===== config.mk =====
export PLATFORM = sky130hd
export DESIGN_NAME = axil_arbiter_rd_wrr_flat
export DESIGN_NICKNAME = d
export VERILOG_FILES = /design/src/rtl/axil_arbiter_rd_wrr_if.sv /design/src/rtl/axil_arbiter_rd_wrr.sv /design/src/flat_wrapper.sv
export SDC_FILE = /design/constraint.sdc
export NUM_CORES = 1
export LEC_CHECK = 0
export BUFFER_PORTS_ARGS = -buffer_cell sky130_fd_sc_hd__buf_4
export CELL_PAD_IN_SITES_DETAIL_PLACEMENT = 0
export CELL_PAD_IN_SITES_GLOBAL_PLACEMENT = 1
export CORE_ASPECT_RATIO = 0.75
export CORE_UTILIZATION = 36
export CTS_CLUSTER_SIZE = 24
export DETAILED_ROUTE_END_ITERATION = 10
export PLACE_DENSITY_LB_ADDON = 0.1
export REMOVE_ABC_BUFFERS = 1
export SKIP_CTS_REPAIR_TIMING = 1
export SKIP_LAST_GASP = 1
export SYNTH_ARGS = -nofsm -noshare
export SYNTH_HDL_FRONTEND = slang
export SYNTH_SLANG_ARGS = --single-unit

===== constraint.sdc =====
create_clock -name aclk -period 3.45 [get_ports aclk]
set_input_delay 0.8625 -clock aclk [delete_from_list [all_inputs] [get_ports aclk]]
set_output_delay 0.8625 -clock aclk [all_outputs]
set_load 0.02 [all_outputs]

===== src/rtl/axil_arbiter_rd_wrr_if.sv =====
// AXI-Lite read arbiter bundle: requests, weights, read handshake, grants.
// slave = arbiter side; master = requester/driver side.
interface axil_arbiter_rd_wrr_if #(
  parameter int NUMBER_MASTER = 4,
  parameter int WEIGHT_W      = 4
);
  localparam int IDX_W = $clog2(NUMBER_MASTER);

  logic [NUMBER_MASTER-1:0]          request_rd;
  logic [NUMBER_MASTER*WEIGHT_W-1:0] weight;
  logic                              s_axil_rvalid;
  logic [NUMBER_MASTER-1:0]          m_axil_rready;
  logic [NUMBER_MASTER-1:0]          grant_rd;
  logic [IDX_W-1:0]                  grant_idx;
  logic                              busy;

  modport slave (
    input  request_rd, weight,
    input  s_axil_rvalid, m_axil_rready,
    output grant_rd, grant_idx, busy
  );

  modport master (
    output request_rd, weight,
    output s_axil_rvalid, m_axil_rready,
    input  grant_rd, grant_idx, busy
  );
endinterface


===== src/rtl/axil_arbiter_rd_wrr.sv =====
// AXI-Lite read arbiter: fixed / round-robin / weighted round-robin.
// Ports: aclk, areset (sync, active high), bus (slave modport:
// request_rd, weight, s_axil_rvalid, m_axil_rready in; grant_rd,
// grant_idx, busy out). With AXIL_ARB_RD_WATCHDOG_EN defined an ACKN
// watchdog is added and the timeout_err pulse output appears.
module axil_arbiter_rd_wrr #(
  parameter int NUMBER_MASTER  = 4,
  parameter int ARB_MODE       = 2,
  parameter int WEIGHT_W       = 4,
  parameter int TIMEOUT_CYCLES = 256
) (
  input  logic                 aclk,
  input  logic                 areset,
  axil_arbiter_rd_wrr_if.slave bus
`ifdef AXIL_ARB_RD_WATCHDOG_EN
  ,
  output logic                 timeout_err
`endif
);
  localparam int IDX_W = $clog2(NUMBER_MASTER);

  if (NUMBER_MASTER < 2 || NUMBER_MASTER > 16 ||
      ARB_MODE < 0 || ARB_MODE > 2 ||
      WEIGHT_W < 1 || TIMEOUT_CYCLES < 1) begin : g_bad_param
    $error("axil_arbiter_rd_wrr: bad parameter");
  end

  typedef enum logic {IDLE, ACKN} state_t;

  state_t                   state_q, state_d;
  logic [NUMBER_MASTER-1:0] grant_q, grant_d;
  logic [IDX_W-1:0]         idx_q, idx_d;
  logic [IDX_W-1:0]         last_q, last_d;
  logic [WEIGHT_W-1:0]      credit_q, credit_d;

  logic [NUMBER_MASTER-1:0] req;
  logic [IDX_W-1:0]         sel_lo, sel_rr, sel;
  logic [WEIGHT_W-1:0]      w_sel;
  logic                     reuse;
  logic                     hs;

`ifdef AXIL_ARB_RD_WATCHDOG_EN
  localparam int WD_W = $clog2(TIMEOUT_CYCLES + 1);
  logic [WD_W-1:0] wd_q, wd_d;
  logic            to_q, to_d;
  assign timeout_err = to_q;
`endif

  assign req = bus.request_rd;
  assign hs  = bus.s_axil_rvalid && bus.m_axil_rready[idx_q];

  // Descending scans: the last hit is the lowest qualifying index.
  // sel_rr falls back to the lowest requester when none is above last.
  always_comb begin
    sel_lo = '0;
    sel_rr = '0;
    for (int i = NUMBER_MASTER - 1; i >= 0; i--) begin
      if (req[i]) sel_lo = IDX_W'(i);
    end
    sel_rr = sel_lo;
    for (int i = NUMBER_MASTER - 1; i >= 0; i--) begin
      if (req[i] && IDX_W'(i) > last_q) sel_rr = IDX_W'(i);
    end
  end

  // A master that stopped requesting loses its credit here, because
  // reuse needs it requesting and the rotate path reloads credit.
  assign reuse = (ARB_MODE == 2) && req[last_q] && (credit_q != '0);

  always_comb begin
    sel = sel_rr;
    if (ARB_MODE == 0) sel = sel_lo;
    else if (reuse) sel = last_q;
  end

  assign w_sel = bus.weight[sel*WEIGHT_W +: WEIGHT_W];

  always_comb begin
    state_d  = state_q;
    grant_d  = grant_q;
    idx_d    = idx_q;
    last_d   = last_q;
    credit_d = credit_q;
`ifdef AXIL_ARB_RD_WATCHDOG_EN
    wd_d     = wd_q;
    to_d     = 1'b0;
`endif
    unique case (state_q)
      IDLE: begin
        if (req != '0) begin
          state_d = ACKN;
          grant_d = NUMBER_MASTER'(1) << sel;
          idx_d   = sel;
          last_d  = sel;
          if (ARB_MODE == 2) begin
            if (reuse)
              credit_d = credit_q - WEIGHT_W'(1);
            else if (w_sel == '0)
              credit_d = '0;
            else
              credit_d = w_sel - WEIGHT_W'(1);
          end
`ifdef AXIL_ARB_RD_WATCHDOG_EN
          wd_d = '0;
`endif
        end
      end
      ACKN: begin
        if (hs) begin
          state_d = IDLE;
          grant_d = '0;
          idx_d   = '0;
        end
`ifdef AXIL_ARB_RD_WATCHDOG_EN
        else if (wd_q == WD_W'(TIMEOUT_CYCLES - 1)) begin
          state_d  = IDLE;
          grant_d  = '0;
          idx_d    = '0;
          credit_d = '0;
          to_d     = 1'b1;
        end else begin
          wd_d = wd_q + WD_W'(1);
        end
`endif
      end
      default: state_d = IDLE;
    endcase
  end

  always_ff @(posedge aclk) begin
    if (areset) begin
      state_q  <= IDLE;
      grant_q  <= '0;
      idx_q    <= '0;
      last_q   <= '0;
      credit_q <= '0;
`ifdef AXIL_ARB_RD_WATCHDOG_EN
      wd_q     <= '0;
      to_q     <= 1'b0;
`endif
    end else begin
      state_q  <= state_d;
      grant_q  <= grant_d;
      idx_q    <= idx_d;
      last_q   <= last_d;
      credit_q <= credit_d;
`ifdef AXIL_ARB_RD_WATCHDOG_EN
      wd_q     <= wd_d;
      to_q     <= to_d;
`endif
    end
  end

  assign bus.grant_rd  = grant_q;
  assign bus.grant_idx = idx_q;
  assign bus.busy      = (state_q == ACKN);
endmodule


===== src/flat_wrapper.sv =====
// flat-port wrapper written by rule: the top's interface ports become plain ports
module axil_arbiter_rd_wrr_flat 
#(
  parameter int NUMBER_MASTER  = 4,
  parameter int ARB_MODE       = 2,
  parameter int WEIGHT_W       = 4,
  parameter int TIMEOUT_CYCLES = 256
)
  (aclk, areset, bus_request_rd, bus_weight, bus_s_axil_rvalid, bus_m_axil_rready, bus_grant_rd, bus_grant_idx, bus_busy);
  axil_arbiter_rd_wrr_if #(.NUMBER_MASTER(NUMBER_MASTER), .WEIGHT_W(WEIGHT_W)) bus_i ();
  input  logic aclk;
  input  logic areset;
  input wire logic [$bits(bus_i.request_rd)-1:0] bus_request_rd;
  input wire logic [$bits(bus_i.weight)-1:0] bus_weight;
  input wire logic [$bits(bus_i.s_axil_rvalid)-1:0] bus_s_axil_rvalid;
  input wire logic [$bits(bus_i.m_axil_rready)-1:0] bus_m_axil_rready;
  output wire logic [$bits(bus_i.grant_rd)-1:0] bus_grant_rd;
  output wire logic [$bits(bus_i.grant_idx)-1:0] bus_grant_idx;
  output wire logic [$bits(bus_i.busy)-1:0] bus_busy;
  assign bus_i.request_rd = bus_request_rd;
  assign bus_i.weight = bus_weight;
  assign bus_i.s_axil_rvalid = bus_s_axil_rvalid;
  assign bus_i.m_axil_rready = bus_m_axil_rready;
  assign bus_grant_rd = bus_i.grant_rd;
  assign bus_grant_idx = bus_i.grant_idx;
  assign bus_busy = bus_i.busy;
  axil_arbiter_rd_wrr #(.NUMBER_MASTER(NUMBER_MASTER), .ARB_MODE(ARB_MODE), .WEIGHT_W(WEIGHT_W), .TIMEOUT_CYCLES(TIMEOUT_CYCLES)) u_core (.aclk(aclk), .areset(areset), .bus(bus_i));
endmodule

==> results.md <==
- Clock share of power: between 10% and 20%
- Slowest stage cell, crit path: mux4_2
- Global-route wire length before repair: between 4 and 5 mm
- Initial antenna violation count: 0
- Syn Std Cell Area: roughly 1100 µm²
- Antenna Cells: 0
- Register area share after synthesis: between 20% and 30%
- Worst setup SP type: input port
- CP dominant cell by count: buf_4
- Post-DR wirelength/cell: 13.3 µm
- Clk_lat worst skew: roughly 0.24 ns
- Status: finished, final reports clean
- Max_slew headroom: a little over three fifths
- Synth area leaders: dfxtp_1, nor2_1, a21oi_1
- Total grt overflow: 0
- Number of CTS-inserted buffers: 3
- Crit path cell chain: buf_4 > mux4_2 > and2_4 > o41ai_4 > buf_4 > o21ai_0 > o32a_1 > a2111oi_2 > a2111oi_1 > nor3_1
- Site Rows: 16
- WS Path Type: in2reg
- Final min period: about 3.2 ns
- Async set-reset flop share out of synthesis: 0%
- Hpwl dp: between 2 and 2.5 mm
- Arr. time, crit path: about 3.3 ns
- Cell internal pwr: ~0.00067 W
- R2R depth: 11
- Worst Hold Launch: u_core.bus.grant_rd[2]
- Clock tree buffer depth: 2
- Worst-Margin Slew: 0.554 ns
- DIE AREA: 3220 µm²
- CP bufs+invs: 2
- Number of setup violations in the final report: 0
- Via density: approximately 5.4
- Reg2reg start: u_core.credit_q[0]
- Final hold vios: 0
- Top-count cell post-synth: nor2_1
- Power share of the combinational group: 69.7%
- Worst-path fanout max: 10
- Most frequent cells after synthesis: nor2_1, dfxtp_1, a21oi_1
- Largest stage delay, worst path: between 0.4 and 0.5 ns
- Root Driver: clkbuf_8
- Hold Path Sink: u_core.bus.grant_rd[2]
- H-Tree Level Count: 1
- Cell accounting for the most synthesized area: dfxtp_1
- Static Leak: around 0.57 nW
- Max-slew violation count: 0
- Worst reg-to-reg setup slack: 0.40 ns
- Top Ports: 34
- Setup_tns: 0 ns
- Max Cap Viol: 0
- Area grow syn2layout: 30.2%
- Reg-to-Reg End: u_core.credit_q[1]
- Fin crit share: about nine tenths
- YS warnings: 0
- Gpl congestion: 0.777
- Family with the most delay on the worst path: compound AO/OA/AOI/OAI gates
- Library cells used by synthesis: between 40 and 50
- Port-buffer cells: 33
- Nets: between 150 and 200
- Part of the power in registers: 19.6%
- Area share of the leading cell type in the synthesized netlist: between 20% and 30%
- Cell count after synthesis: roughly 130
- Routed WL: 2.71 mm
- Die X: approximately 65 µm
- Sw Pwr: about 0.00057 W
- Iteration-0 DRC count of the detailed router: 50
- Largest net degree at the start of global routing: 20
- Fraction of layout cells with a size suffix above 1: between 30% and 40%
- Global Route Usage Sum: between 10% and 20%
- Remaining antenna violation count after routing: 0
- Pwr/cell area: roughly 890 nW/µm²
- Max Freq: approximately 320 MHz
- Reg clk slew, reported paths: roughly 0.06 ns
- Worst setup EP type: flop
- Average cell area after synthesis: between 8 and 9 µm²
- Hold Crit Depth: 2
- Drt first pass iters: 4
- Core area: approximately 2700 µm²
- Register bit total from synthesis: 13
- Critical Path Start: bus_request_rd[3]
- Peak supply drop: between 0.0003 and 0.0004 V
- Synth Flop Type: dfxtp_1
- Remaining DRCs: 0
- Clock Skew: 0.00432 ns
- Fin cells: roughly 200
- Sink Count: 13
- Die Y: just under 50 µm
- DR vias: about 1100
- WP data required: roughly 3.6 ns
- Unrepaired setup endpoints after global routing: no
- Hold Path Class: reg2reg
- Initial core utilization: between 30% and 40%
- CTS tree: yes
- Sw frac: a little under half
- Vias in the first global route: around 990
- Number of synthesized flops with an enable pin: 0
- Cells after DPL: between 150 and 200
[logic make-up after synthesis]
logic type / synth area share [%]
adder cells (fa/ha/maj): 1.16
multiplexers: 8.12
flip-flops: 24.1
AND/OR/NAND/NOR: 25.3
AO/OA/AOI/OAI: 34.9
buffers and inverters: 6.38
[layout by cell type (no fill, tap or decap), types with 3 or more instances in the layout]
cell,synthesis,layout
mux2_2,4,4
o21ai_0,4,4
nor4_1,3,3
inv_1,7,7
nand3_1,6,6
dfxtp_1,13,13
a31oi_1,4,4
a21oi_1,9,9
nand2_1,3,3
clkbuf_8,0,3
nor2_1,19,19
nor3_1,6,6
o22ai_1,3,3
nand2b_1,5,5
buf_4,0,37
[worst max path at each step]
| stage | end | slack (ns) | cells after the start |
|---|---|---|---|
| after detailed placement | u_core.credit_q[1] | 0.06 | 9 |
| after CTS | u_core.credit_q[1] | 0.31 | 10 |
| final | u_core.credit_q[1] | 0.29 | 10 |
| after floorplan | u_core.credit_q[3] | 0.10 | 8 |
| after global routing | u_core.credit_q[1] | 0.14 | 10 |
| after global placement | u_core.credit_q[1] | 0.06 | 9 |
[state kept, by name (all words and copies together) (netlist names)]
register / flops
u_core.bus.grant_rd: 4
u_core.bus.grant_idx: 2
u_core.last_q: 2
u_core.bus.busy: 1
u_core.credit_q: 4
[final cells by class]
class                           instances  area, µm²
Fill cell                             282       1320
Tap cell                               36       45.0
Inverter                                7       26.3
Clock buffer                            4       45.0
Timing Repair Buffer                   37        278
Sequential cell                        13        260
Multi-Input combinational cell        106        749
[layer usage]
metal | global-route usage [%] | vias to the layer above | routed length [µm]
met3 | 4.44 | 4 | 135
met4 | 5.07 | 0 | 19
met2 | 26.8 | 27 | 1250
met5 | 0 | - | 0
li1 | - | 571 | -
met1 | 22.8 | 502 | 1300
[stage by stage]
stage	setup WS (ns)	util [%]	cell area, µm²	total power, W	hold WS [ns]
6_report	0.287	51.6	1400	0.00125	0.471
5_1_grt	0.140	51.6	1400	0.00135	0.492
4_1_cts	0.308	51.6	1400	0.00125	0.469
3_5_place_dp	0.0562	49.9	1360	0.00111	0.462
3_3_place_gp	0.0628	49.9	1360	0.00109	0.463
2_1_floorplan	0.103	-	1040	0.000882	0.541
[worst min-delay path, delay by kind of cell, from the launching register on]
kind	cells	cell delay (ns)
simple gates	1	0.06
flops	1	0.31
compound gates	1	0.06
[power by group through the flow]
stage          Combinational [W]  Clock, W  Sequential, W
2_1_floorplan           0.000623         0       0.000260
3_3_place_gp            0.000845         0       0.000245
3_5_place_dp            0.000864         0       0.000247
4_1_cts                 0.000867  0.000139       0.000243
5_1_grt                 0.000945  0.000148       0.000252
6_report                0.000870  0.000134       0.000244
Note: power is estimated with default switching activity, not from simulation.
